<file path="src/rtl/shifter_pkg.sv">
// Shared encodings, state constants and default widths for the iterative shifter.
package shifter_pkg;

    localparam int unsigned SHIFT_W     = 16;
    localparam int unsigned SHIFT_CNT_W = 4;

    localparam logic [1:0] OP_ROL = 2'b00;
    localparam logic [1:0] OP_SLL = 2'b01;
    localparam logic [1:0] OP_SRA = 2'b10;
    localparam logic [1:0] OP_SRL = 2'b11;

    typedef logic [1:0] shifter_iter_state_t;

    localparam shifter_iter_state_t IDLE  = 2'd0;
    localparam shifter_iter_state_t SHIFT = 2'd1;
    localparam shifter_iter_state_t DONE  = 2'd2;

endpackage

</file>
<file path="src/rtl/shift_one_step.sv">
// Combinational single-bit shift/rotate: one level of the iterative shifter datapath.
module shift_one_step
    import shifter_pkg::*;
#(
    parameter int unsigned WIDTH = SHIFT_W
) (
    input  logic [WIDTH-1:0] data_i,
    input  logic [1:0]       op_i,
    output logic [WIDTH-1:0] data_o
);

    always_comb begin
        data_o = data_i;
        unique case (op_i)
            OP_ROL: data_o = {data_i[WIDTH-2:0], data_i[WIDTH-1]};
            OP_SLL: data_o = {data_i[WIDTH-2:0], 1'b0};
            OP_SRA: data_o = {data_i[WIDTH-1], data_i[WIDTH-1:1]};
            OP_SRL: data_o = {1'b0, data_i[WIDTH-1:1]};
        endcase
    end

endmodule

</file>
<file path="src/rtl/shifter_iter.sv">
// Iterative shifter: one (or two with SHIFTER_ITER_DOUBLE_EN) single-bit steps per cycle,
// valid/ready on both sides.
module shifter_iter
    import shifter_pkg::*;
#(
    parameter int unsigned WIDTH = SHIFT_W,
    parameter int unsigned CNT_W = SHIFT_CNT_W
) (
    input  logic             clk,
    input  logic             rst,
    input  logic             in_valid,
    output logic             in_ready,
    input  logic [WIDTH-1:0] data_in,
    input  logic [CNT_W-1:0] cnt,
    input  logic [1:0]       op,
    output logic             out_valid,
    input  logic             out_ready,
    output logic [WIDTH-1:0] data_out
);

    shifter_iter_state_t state_q, state_d;
    logic [WIDTH-1:0]    data_q, data_d;
    logic [1:0]          op_q, op_d;
    logic [CNT_W-1:0]    rem_q, rem_d;
    logic [WIDTH-1:0]    step1;

    shift_one_step #(.WIDTH(WIDTH)) u_step0 (
        .data_i (data_q),
        .op_i   (op_q),
        .data_o (step1)
    );

`ifdef SHIFTER_ITER_DOUBLE_EN
    logic [WIDTH-1:0] step2;

    shift_one_step #(.WIDTH(WIDTH)) u_step1 (
        .data_i (step1),
        .op_i   (op_q),
        .data_o (step2)
    );
`endif

    always_comb begin
        state_d = state_q;
        data_d  = data_q;
        op_d    = op_q;
        rem_d   = rem_q;
        case (state_q)
            IDLE: begin
                if (in_valid) begin
                    data_d  = data_in;
                    op_d    = op;
                    rem_d   = cnt;
                    state_d = (cnt == '0) ? DONE : SHIFT;
                end
            end
            SHIFT: begin
`ifdef SHIFTER_ITER_DOUBLE_EN
                if (rem_q >= CNT_W'(2)) begin
                    data_d = step2;
                    rem_d  = rem_q - CNT_W'(2);
                end else begin
                    data_d = step1;
                    rem_d  = '0;
                end
                if (rem_q <= CNT_W'(2)) begin
                    state_d = DONE;
                end
`else
                data_d = step1;
                rem_d  = rem_q - CNT_W'(1);
                if (rem_q == CNT_W'(1)) begin
                    state_d = DONE;
                end
`endif
            end
            DONE: begin
                if (out_ready) begin
                    state_d = IDLE;
                end
            end
            default: state_d = IDLE;
        endcase
    end

    always_ff @(posedge clk or posedge rst) begin
        if (rst) begin
            state_q <= IDLE;
            data_q  <= '0;
            op_q    <= OP_ROL;
            rem_q   <= '0;
        end else begin
            state_q <= state_d;
            data_q  <= data_d;
            op_q    <= op_d;
            rem_q   <= rem_d;
        end
    end

    assign in_ready  = (state_q == IDLE);
    assign out_valid = (state_q == DONE);
    assign data_out  = data_q;

endmodule

</file>
<file path="config.mk">
export PLATFORM = sky130hd
export DESIGN_NAME = shifter_iter
export DESIGN_NICKNAME = d
export VERILOG_FILES = /design/src/rtl/shifter_pkg.sv /design/src/rtl/shift_one_step.sv /design/src/rtl/shifter_iter.sv
export SDC_FILE = /design/constraint.sdc
export NUM_CORES = 1
export LEC_CHECK = 0
export BUFFER_PORTS_ARGS = -buffer_cell sky130_fd_sc_hd__buf_2
export CORE_AREA = 2 2 55 57
export CTS_CLUSTER_DIAMETER = 100
export DETAILED_ROUTE_END_ITERATION = 8
export DIE_AREA = 0 0 57 59
export MAX_ROUTING_LAYER = met4
export PLACE_DENSITY = 0.79
export SETUP_SLACK_MARGIN = 0.1
export SLEW_MARGIN = 20
export SYNTH_ARGS = -nofsm -noshare
export SYNTH_HDL_FRONTEND = slang
export SYNTH_SLANG_ARGS = --single-unit
</file>
<file path="constraint.sdc">
create_clock -name clk -period 2.4 [get_ports clk]
set_input_delay 0 -clock clk [delete_from_list [all_inputs] [get_ports clk]]
set_output_delay 0 -clock clk [all_outputs]
set_load 0.05 [all_outputs]
</file>
==> results of run 1 <==
[final timing paths]
| path | from | cells past startpoint | slack (ns) | to |
|---|---|---|---|---|
| hold / removal | data_in[12] | 3 | -0.001 | data_out[12] |
| hold reg to reg | data_out[0] | 2 | 0.54 | data_out[0] |
| min in group asynchronous | rst | 3 | 0.42 | op_q[1] |
| max in group asynchronous | rst | 3 | 1.41 | data_out[6] |
| setup / recovery | state_q[0] | 3 | 0.66 | data_out[5] |
| setup reg to reg | state_q[0] | 3 | 0.66 | data_out[5] |
[cell usage in the layout (no fill, tap or decap)]
master	n
a21oi_1	7
or4_1	1
nor2b_1	9
nand3_1	1
dfrtp_1	24
nor4bb_1	1
ha_1	2
a211oi_1	15
clkbuf_4	3
nand2b_1	1
o21bai_1	1
buf_4	1
or3b_4	1
o21ba_2	1
a32oi_1	1
nor3b_1	3
o22ai_1	1
o21ai_0	32
buf_2	43
nand2_1	16
and2b_1	7
o21ai_1	1
inv_1	4
o22a_1	1
o311ai_0	1
dlygate4sd3_1	19
bufinv_16	1
nor2_1	3
a31oi_1	2
nand3b_1	3
o31a_1	2
a21bo_2	1
mux2_4	2
or3_1	1
[cell families after synthesis]
family | Yosys count | synth area share
multiplexers | 2 | 0.0210
AO/OA/AOI/OAI | 66 | 0.282
buffers and inverters | 17 | 0.0700
AND/OR/NAND/NOR | 47 | 0.190
flip-flops | 24 | 0.420
adder cells (fa/ha/maj) | 2 | 0.0175
[registers in the layout, indices dropped and copies added, names as in the netlist]
signal    flops
data_out     16
op_q          2
rem_q         4
state_q       2
[cell type report]
| class | count | area, um2 |
|---|---|---|
| fillers | 241 | 861 |
| multi-input cells | 117 | 729 |
| flip-flops and latches | 24 | 601 |
| repair buffers | 63 | 413 |
| well taps | 31 | 38.8 |
| clock inverters | 1 | 30.0 |
| clock buffers | 3 | 22.5 |
| inverters | 4 | 15.0 |
[routing by layer]
layer | track usage | vias up | routed length [um]
met5 | - | - | 0
met4 | 0.0498 | 0 | 16
met3 | 0.0218 | 2 | 190
met2 | 0.368 | 52 | 1740
met1 | 0.297 | 665 | 1560
li1 | - | 679 | -
[worst max-delay path: cells and delay by family (launching register included)]
family,cells,cell delay (ns)
flip-flops,1,0.67
AO/OA/AOI/OAI,2,0.50
AND/OR/NAND/NOR,1,0.46
[power by group]
group          total (mW)  internal [mW]  leakage, nW  switching [mW]
clock network       0.297          0.169       0.0279           0.128
registers           0.926          0.619        0.284           0.307
logic                1.64          0.577        0.510            1.06
total                2.86           1.36        0.822            1.49
==> metrics, run 1 <==
status=finished with violations; failing checks=hold timing; min Tclk post-route=1.74 ns; Most used DFF post-synth=dfrtp_1; Hold Slack=-0.00144 ns; post-synthesis sequential area ratio=0.420; Finished Core Util=0.682; Final Non-Filler Cells=243; wire per inst=~14 um; worst-skew pair later-pin latency=0.32 ns; unrepaired setup endpoints after global routing=false; Via-to-Cell Ratio=5.75; CTS tree=built; DP HPWL=around 2200 um; most frequent cell after synthesis=o21ai_0; cell taking the most area after synthesis=dfrtp_1; post-route cell area=around 1800 um2; first-pass GRT wire length=roughly 5700 um; max incr delay on CP=0.67 ns; EDFF count, synth=0; Post-Syn Nets=186; Commonest cells post-synth=32 x o21ai_0, 24 x dfrtp_1, 16 x nand2_1; area delta synth->final=29.3%; Peak Freq=0.574 GHz; post-route setup TNS=0 ns; # H-tree levels=1; CTS Sinks=24; final setup fails=0; clock tree buffer depth=2; Post-Syn Area=around 1400 um2; postcts setup bufs=0; CORE AREA=2710 um2; Total GRT Usage=0.221; number of port buffers=43; nets=241; crit start category=register; initial antenna violation count=0; synth top area cells=dfrtp_1 42%, o21ai_0 11%, a211oi_1 7.9%; placed insts=220; yosys warns=0; Pins Over Slew Limit=0; total clock buffers created by CTS=3; crit path DAT=between 1.5 and 2 ns; fin crit share=0.726; FP Rows=19; Top Ports=44; CTS root buf=clkbuf_4; die span in y=59 um; power density cells=1550 nW/um2; PostCTS Resize Cnt=0; post-synth top area share=0.420; Worst Max-Slew Pin Slew=0.932 ns; register bit total from synthesis=24; HP Class=primary input to register; Detailed Route WL=3510 um; P_leak=0.822 nW; syn_area_per_cell=9.05 um2; largest net degree at the start of global routing=34; Post-Place Worst Slack=between 0.6 and 0.7 ns; vias in the first global route=1242; Critical Path Sink Type=register; CTS clk-pin slew, worst paths=roughly 0.14 ns; Max FO, Critical Path=19; CP required=2.60 ns; Die W=between 50 and 60 um; layout cells sized above 1=0.250; Mapped Cells=158; GPL Wtd Cong=0.881; ANT cells=0; overall power=2.86 mW; Antenna Violating Nets Remaining=0; cell chain of the critical path=nand2b_1, a211oi_1, o21ai_0; aggregate global routing overflow=0; final hold violation count=1; Cell variety after synth=34; hold_buf cts=18; Placed Instance Area=approximately 1600 um2; Final WS setup=about 0.66 ns; VDD IR max=0.00116 V; Max Cap Viol=0; die area=approximately 3400 um2; DRC=0; 1st-iter DRT viols=48; Crit-path slowest cell=dfrtp_1; Worst Clk Skew=approximately 0.0079 ns; drt pass-1 iters=4; initial core utilization=0.528; asr flop ratio synth=1.00; via count=around 1.4k; slew margin rel.=0.378; Crit Path Class=register to register
No activity file was read; power rests on OpenSTA's default activity.
==> run 2, diff against run 1 <==
Settings changed: ABC_AREA set to 1, CORE_AREA 2 2 55 57 to 2 2 58 60, DIE_AREA 0 0 57 59 to 0 0 60 62, PLACE_DENSITY 0.79 to 0.76.
Clock period 2.4 ns to 1.72 ns, I/O delays scaled along.
==> metrics, run 2 <==
CTS root buf=clkbuf_4; Critical Path Sink Type=register; slew margin rel.=0.697 (+0.320); power density cells=2010 nW/um2 (+30%); reg-to-reg startpoint=state_q[1]; fin crit share=0.824 (+0.0975); Commonest cells post-synth=130 x nand2_1, 25 x inv_1, 24 x dfrtp_1; Post-Place Worst Slack=0.302 ns (-0.398 ns); CTS tree=built; reg-to-reg endpoint=rem_q[0]; number of port buffers=43 (unchanged); post-synth top area share=0.384 (-0.0356); Sequential Area=601 um2 (unchanged); drt pass-1 iters=4 (unchanged); CTS Sinks=24 (unchanged); min-delay src=cnt[3]; initial antenna violation count=0 (unchanged); HP Class=primary input to register; syn_area_per_cell=6.43 um2 (-29%); P_leak=1.20 nW (+45%); Post-Syn Nets=271 (+46%); Total GRT Usage=0.236 (+0.0148); wire per inst=10.9 um (-25%); FP Rows=21 (+2); VDD IR max=0.000923 V (-21%); EDFF count, synth=0 (unchanged); Mapped Cells=243 (+54%); final setup fails=0 (unchanged); Crit Path Class=register to register; largest net degree at the start of global routing=25 (-26%); crit start category=register; layout cells sized above 1=0.201 (-0.0493); DP HPWL=2620 um (+16%); fillers=298 (+24%); Final WS setup=0.303 ns (-0.354 ns); most frequent cell after synthesis=nand2_1; via count=1663 (+19%); ANT cells=0 (unchanged); cell taking the most area after synthesis=dfrtp_1; max FFs per register=16 (unchanged); vias in the first global route=1565 (+26%); Worst Max-Slew Pin Slew=0.452 ns (-0.480 ns); aggregate global routing overflow=0 (unchanged); first-pass GRT wire length=6490 um (+14%); Hold EP=rem_q[3]; Max Cap Viol=0 (unchanged); final hold violation count=0 (-1); 1st-iter DRT viols=64 (+33%); nets=334 (+39%); Cell variety after synth=19 (-44%); Detailed Route WL=3810 um (+8.5%); multi-input logic area=790 um2 (+8.2%); die span in y=62 um (+5.1%); Top Ports=44 (unchanged); asr flop ratio synth=1.00 (unchanged); Peak Freq=0.706 GHz (+23%); Via-to-Cell Ratio=4.75 (-17%); r2r setup slk=0.30 ns (-0.35 ns); postcts setup bufs=0 (unchanged); post-synthesis sequential area ratio=0.384 (-0.0356); Worst Clk Skew=0.00739 ns (-0.000475 ns); synth top area cells=dfrtp_1 38%, nand2_1 31%, nand3_1 7.4%; yosys warns=0 (unchanged); crit path DAT=1.62 ns (-0.33 ns); Pins Over Slew Limit=0 (unchanged); area delta synth->final=29.2% (about the same); total clock buffers created by CTS=3 (unchanged); Antenna Violating Nets Remaining=0 (unchanged); CTS clk-pin slew, worst paths=0.13 ns (about the same); CP required=1.93 ns (-0.67 ns); DRC=0 (unchanged); Most used DFF post-synth=dfrtp_1; unrepaired setup endpoints after global routing=false; min Tclk post-route=1.42 ns (-0.326 ns); Min-Delay Path Depth=5 (+2); worst-skew pair later-pin latency=0.31 ns (about the same); GPL Wtd Cong=0.792 (-10%); Die W=60 um (+5.3%); R2R depth=5 (+2); most common cell after layout, fill and taps aside=nand2_1; CORE AREA=3180 um2 (+17%); initial core utilization=0.492 (-0.0362); Max FO, Critical Path=24 (+5); clock tree buffer depth=2 (unchanged); # H-tree levels=1 (unchanged); die area=3720 um2 (+11%); highest-count cells in the layout ignoring fill and taps=130 x nand2_1, 43 x buf_2, 25 x inv_1, 24 x dfrtp_1, 23 x nand3_1; post-route setup TNS=0 ns (unchanged); register bit total from synthesis=24 (unchanged); status=finished, final reports clean; Post-Syn Area=1560 um2 (+9.3%)
==> run 2: cell count changes after synthesis, moves of 4 or more <==
cell | previous run | this run
o21ai_0 | 32 | 7
nand2_1 | 16 | 130
and2b_1 | 7 | 0
a21oi_1 | 7 | 1
nor2_1 | 3 | 11
buf_4 | 6 | 2
inv_1 | 4 | 25
nand3_1 | 1 | 23
a211oi_1 | 15 | 0
nor2b_1 | 9 | 0
==> run 2: repair_timing <==
| action | CTS | global route |
|---|---|---|
| resized for setup | 0 | 0 |
| endpoints found under the hold margin | 43 | 0 |
| hold buffers | 20 | 0 |
==> run 2: cells by family (layout without fill, tap and decap cells) <==
| group | Yosys count | count (layout) | share of synthesized area |
|---|---|---|---|
| AOI/OAI and AO/OA | 11 | 11 | 0.0464 |
| adders and majority gates | 2 | 2 | 0.0160 |
| buffers and inverters | 37 | 98 | 0.112 |
| DFF | 24 | 24 | 0.384 |
| and+or+nand+nor | 169 | 169 | 0.441 |
==> run 2: through the flow <==
step | util | cells | power [mW] | instance area [um2] | hold slack [ns]
after floorplan | - | 243 | 3.29 | 1570 | 0.0146
after global placement | 0.565 | 327 | 3.73 | 1800 | 0.0667
after detailed placement | 0.565 | 327 | 3.78 | 1800 | 0.0650
after CTS | 0.635 | 350 | 4.07 | 2020 | 0.00316
after global routing | 0.635 | 350 | 4.46 | 2020 | 0.0144
final | 0.635 | 350 | 4.05 | 2020 | 0.0123
==> run 2: area by class of cell <==
type | instances | share of cell area
timing repair buffer | 66 | 0.217
multi-input combinational | 182 | 0.391
tap | 46 | 0.0285
inverter | 29 | 0.0551
sequential | 24 | 0.297
clock buffer | 3 | 0.0112
==> run 2: metal layers <==
metal  vias to the layer above  routed length (um)  GRT usage
li1                        855                   -          -
met2                        46                1900      0.413
met5                         -                   0          -
met4                         0                  20     0.0603
met3                         2                 162     0.0248
met1                       760                1720      0.292
==> run 2: worst max-delay path by stage <==
stage	start	depth (start not counted)	to	slack (ns)
after floorplan	state_q[0]	6	state_q[1]	0.22
after global placement	state_q[1]	5	data_out[0]	0.39
after detailed placement	state_q[1]	5	rem_q[0]	0.30
after CTS	state_q[1]	5	rem_q[0]	0.29
after global routing	state_q[1]	6	rem_q[1]	0.14
final	state_q[1]	5	rem_q[0]	0.30
==> run 2: where the power goes <==
group	internal, mW	switching [mW]	total (mW)
sequential	0.847	0.268	1.12
combinational	0.759	1.93	2.69
clock	0.0819	0.170	0.251
==> run 2: critical path, stage by stage, from the launching register on <==
cell	delay, ns
dfrtp_1	0.53
inv_2	0.12
nand2_2	0.37
o21ai_0	0.15
nand2_1	0.08
o21ai_0	0.07
==> run 3, diff against run 2 <==
Settings changed: CORE_AREA 2 2 58 60 to 2 2 61 63, DIE_AREA 0 0 60 62 to 0 0 63 65, PLACE_DENSITY 0.76 to 0.72.
Clock period 1.72 ns to 1.3 ns, I/O delays scaled along.
==> metrics, run 3 (synthesis results as in run 2) <==
first-pass GRT wire length=6520 um (+0.52%); VDD IR max=0.00114 V (+24%); reg-to-reg startpoint=state_q[0]; die area=4100 um2 (+10%); ANT cells=0 (unchanged); cell chain of the critical path=buf_6, nor2_4, buf_6; Crit path max-delay family=flip-flops; fillers=301 (+1.0%); highest-count cells in the layout ignoring fill and taps=127 x nand2_1, 41 x buf_2, 24 x inv_1, 22 x dfrtp_1, 21 x dlygate4sd3_1; Pins Over Slew Limit=0 (unchanged); final setup fails=0 (unchanged); area delta synth->final=45.5%; Via-to-Cell Ratio=4.61 (-3.0%); Top cell by count, worst path=buf_6; Crit Path Class=register to primary output; CP required=1.30 ns (-0.63 ns); CTS root buf=clkbuf_4; Critical Path Sink Type=primary output; number of port buffers=43 (unchanged); Die W=63 um (+5.0%); min Tclk post-route=1.26 ns; DRC=0 (unchanged); Detailed Route WL=4190 um (+10%); initial core utilization=0.447 (-0.0445); crit start category=register; final hold violation count=0 (unchanged); Crit-path slowest cell=dfrtp_2; overall power=6.18 mW (+52%); # H-tree levels=1 (unchanged); Peak Freq=0.794 GHz; worst path bufs/invs=2 (+1); aggregate global routing overflow=0 (unchanged); GPL Wtd Cong=0.859 (+8.5%); vias in the first global route=1515 (-3.2%); Worst Max-Slew Pin Slew=0.324 ns (-0.129 ns); Worst Clk Skew=0.00218 ns (-0.00521 ns); clock tree buffer depth=2 (unchanged); Antenna Violating Nets Remaining=0 (unchanged); DP HPWL=2740 um (+4.5%); status=finished, final reports clean; FP Rows=22 (+4.8%); die span in y=65 um (+4.8%); HP Class=primary input to register; CTS tree=built; power density cells=2720 nW/um2 (+35%); total clock buffers created by CTS=3 (unchanged); most common cell after layout, fill and taps aside=nand2_1; CTS Sinks=24 (unchanged); crit path DAT=1.26 ns (-0.36 ns); Top Ports=44 (unchanged); CORE AREA=3500 um2 (+10%); slew margin rel.=0.784 (+0.0867); via count=1682 (+1.1%); initial antenna violation count=0 (unchanged); Total GRT Usage=0.207 (-0.0288); Critical path origin=state_q[1]; Max FO, Critical Path=3 (-88%); fin crit share=0.969; layout cells sized above 1=0.284 (+0.0833); CTS clk-pin slew, worst paths=0.13 ns (about the same); Finished Core Util=0.650 (+0.0151); drt pass-1 iters=4 (unchanged); nets=346 (+3.6%); worst-skew pair later-pin latency=0.32 ns (about the same); 1st-iter DRT viols=71 (+11%); wire per inst=11.5 um (+5.6%); max incr delay on CP=0.46 ns (-0.07 ns); Max Cap Viol=0 (unchanged); max FFs per register=16 (unchanged); largest net degree at the start of global routing=25 (unchanged); min-delay src=cnt[3]; unrepaired setup endpoints after global routing=true; P_leak=1.29 nW (+7.8%)
## run 3: changes by cell type in the layout (fill, tap and decap cells not counted), moves of 3 or more
cell,previous run,this run
buf_4,3,6
buf_6,0,7
nand2_1,130,127
nand2_2,3,6
nand3_1,23,14
nand3_2,0,9
## run 3: cell type report
cell class / instances / area [um2] / area share
multi-input combinational: 182 / 860 / 0.378
timing repair buffer: 78 / 604 / 0.266
sequential: 24 / 603 / 0.265
inverter: 29 / 120 / 0.0528
tap: 48 / 60.1 / 0.0264
clock buffer: 4 / 26.3 / 0.0116
## run 3: worst paths after layout
kind / end / slack, ns / cells past startpoint
max in group asynchronous: state_q[1] / 0.79 / 4
setup reg to reg: data_out[0] / 0.09 / 4
hold reg to reg: data_out[3] / 0.52 / 2
setup / recovery: in_ready / 0.04 / 3
min in group asynchronous: rem_q[1] / 0.25 / 4
hold / removal: rem_q[3] / 0.004 / 5
## run 3: timing repair
item                                    4_1_cts  5_1_grt
hold buffers                                 20        1
endpoints found under the setup margin       12       19
gates cloned                                  0        1
gates resized for setup                       5       28
hold endpoints to repair                     43        1
pin swaps                                     1       13
buffers inserted                              1        1
## run 3: per-layer routing
layer | vias to the layer above | GRT usage | part of all wire
li1 | 880 | - | -
met1 | 756 | 0.237 | 0.44
met2 | 39 | 0.374 | 0.51
met3 | 7 | 0.0278 | 0.037
met4 | 0 | 0.0694 | 0.015
met5 | - | - | 0
## run 3: worst min-delay path: stages
cell and delay [ns]:
buf_2 0.09, nand2_1 0.06, nand2_1 0.05, nand2_1 0.05, nand2_1 0.05
## run 3: report_power, final
group,internal [mW],switching (mW),leakage [nW]
clock network,0.120,0.238,0.0150
logic,1.51,2.86,0.982
registers,1.13,0.325,0.292
total,2.76,3.42,1.29
## run 3: metrics by stage
step	TNS (ns)	hold slack (ns)	area [um2]	setup WS, ns	instances
after global routing	-0.0103	0.00797	2270	-0.0103	365
after floorplan	0	0.0146	1570	0.0721	243
after detailed placement	0	0.0672	1890	0.0941	337
after global placement	0	0.0631	1890	0.120	337
after CTS	0	0.00515	2140	0.0590	362
final	0	0.00420	2270	0.0407	365
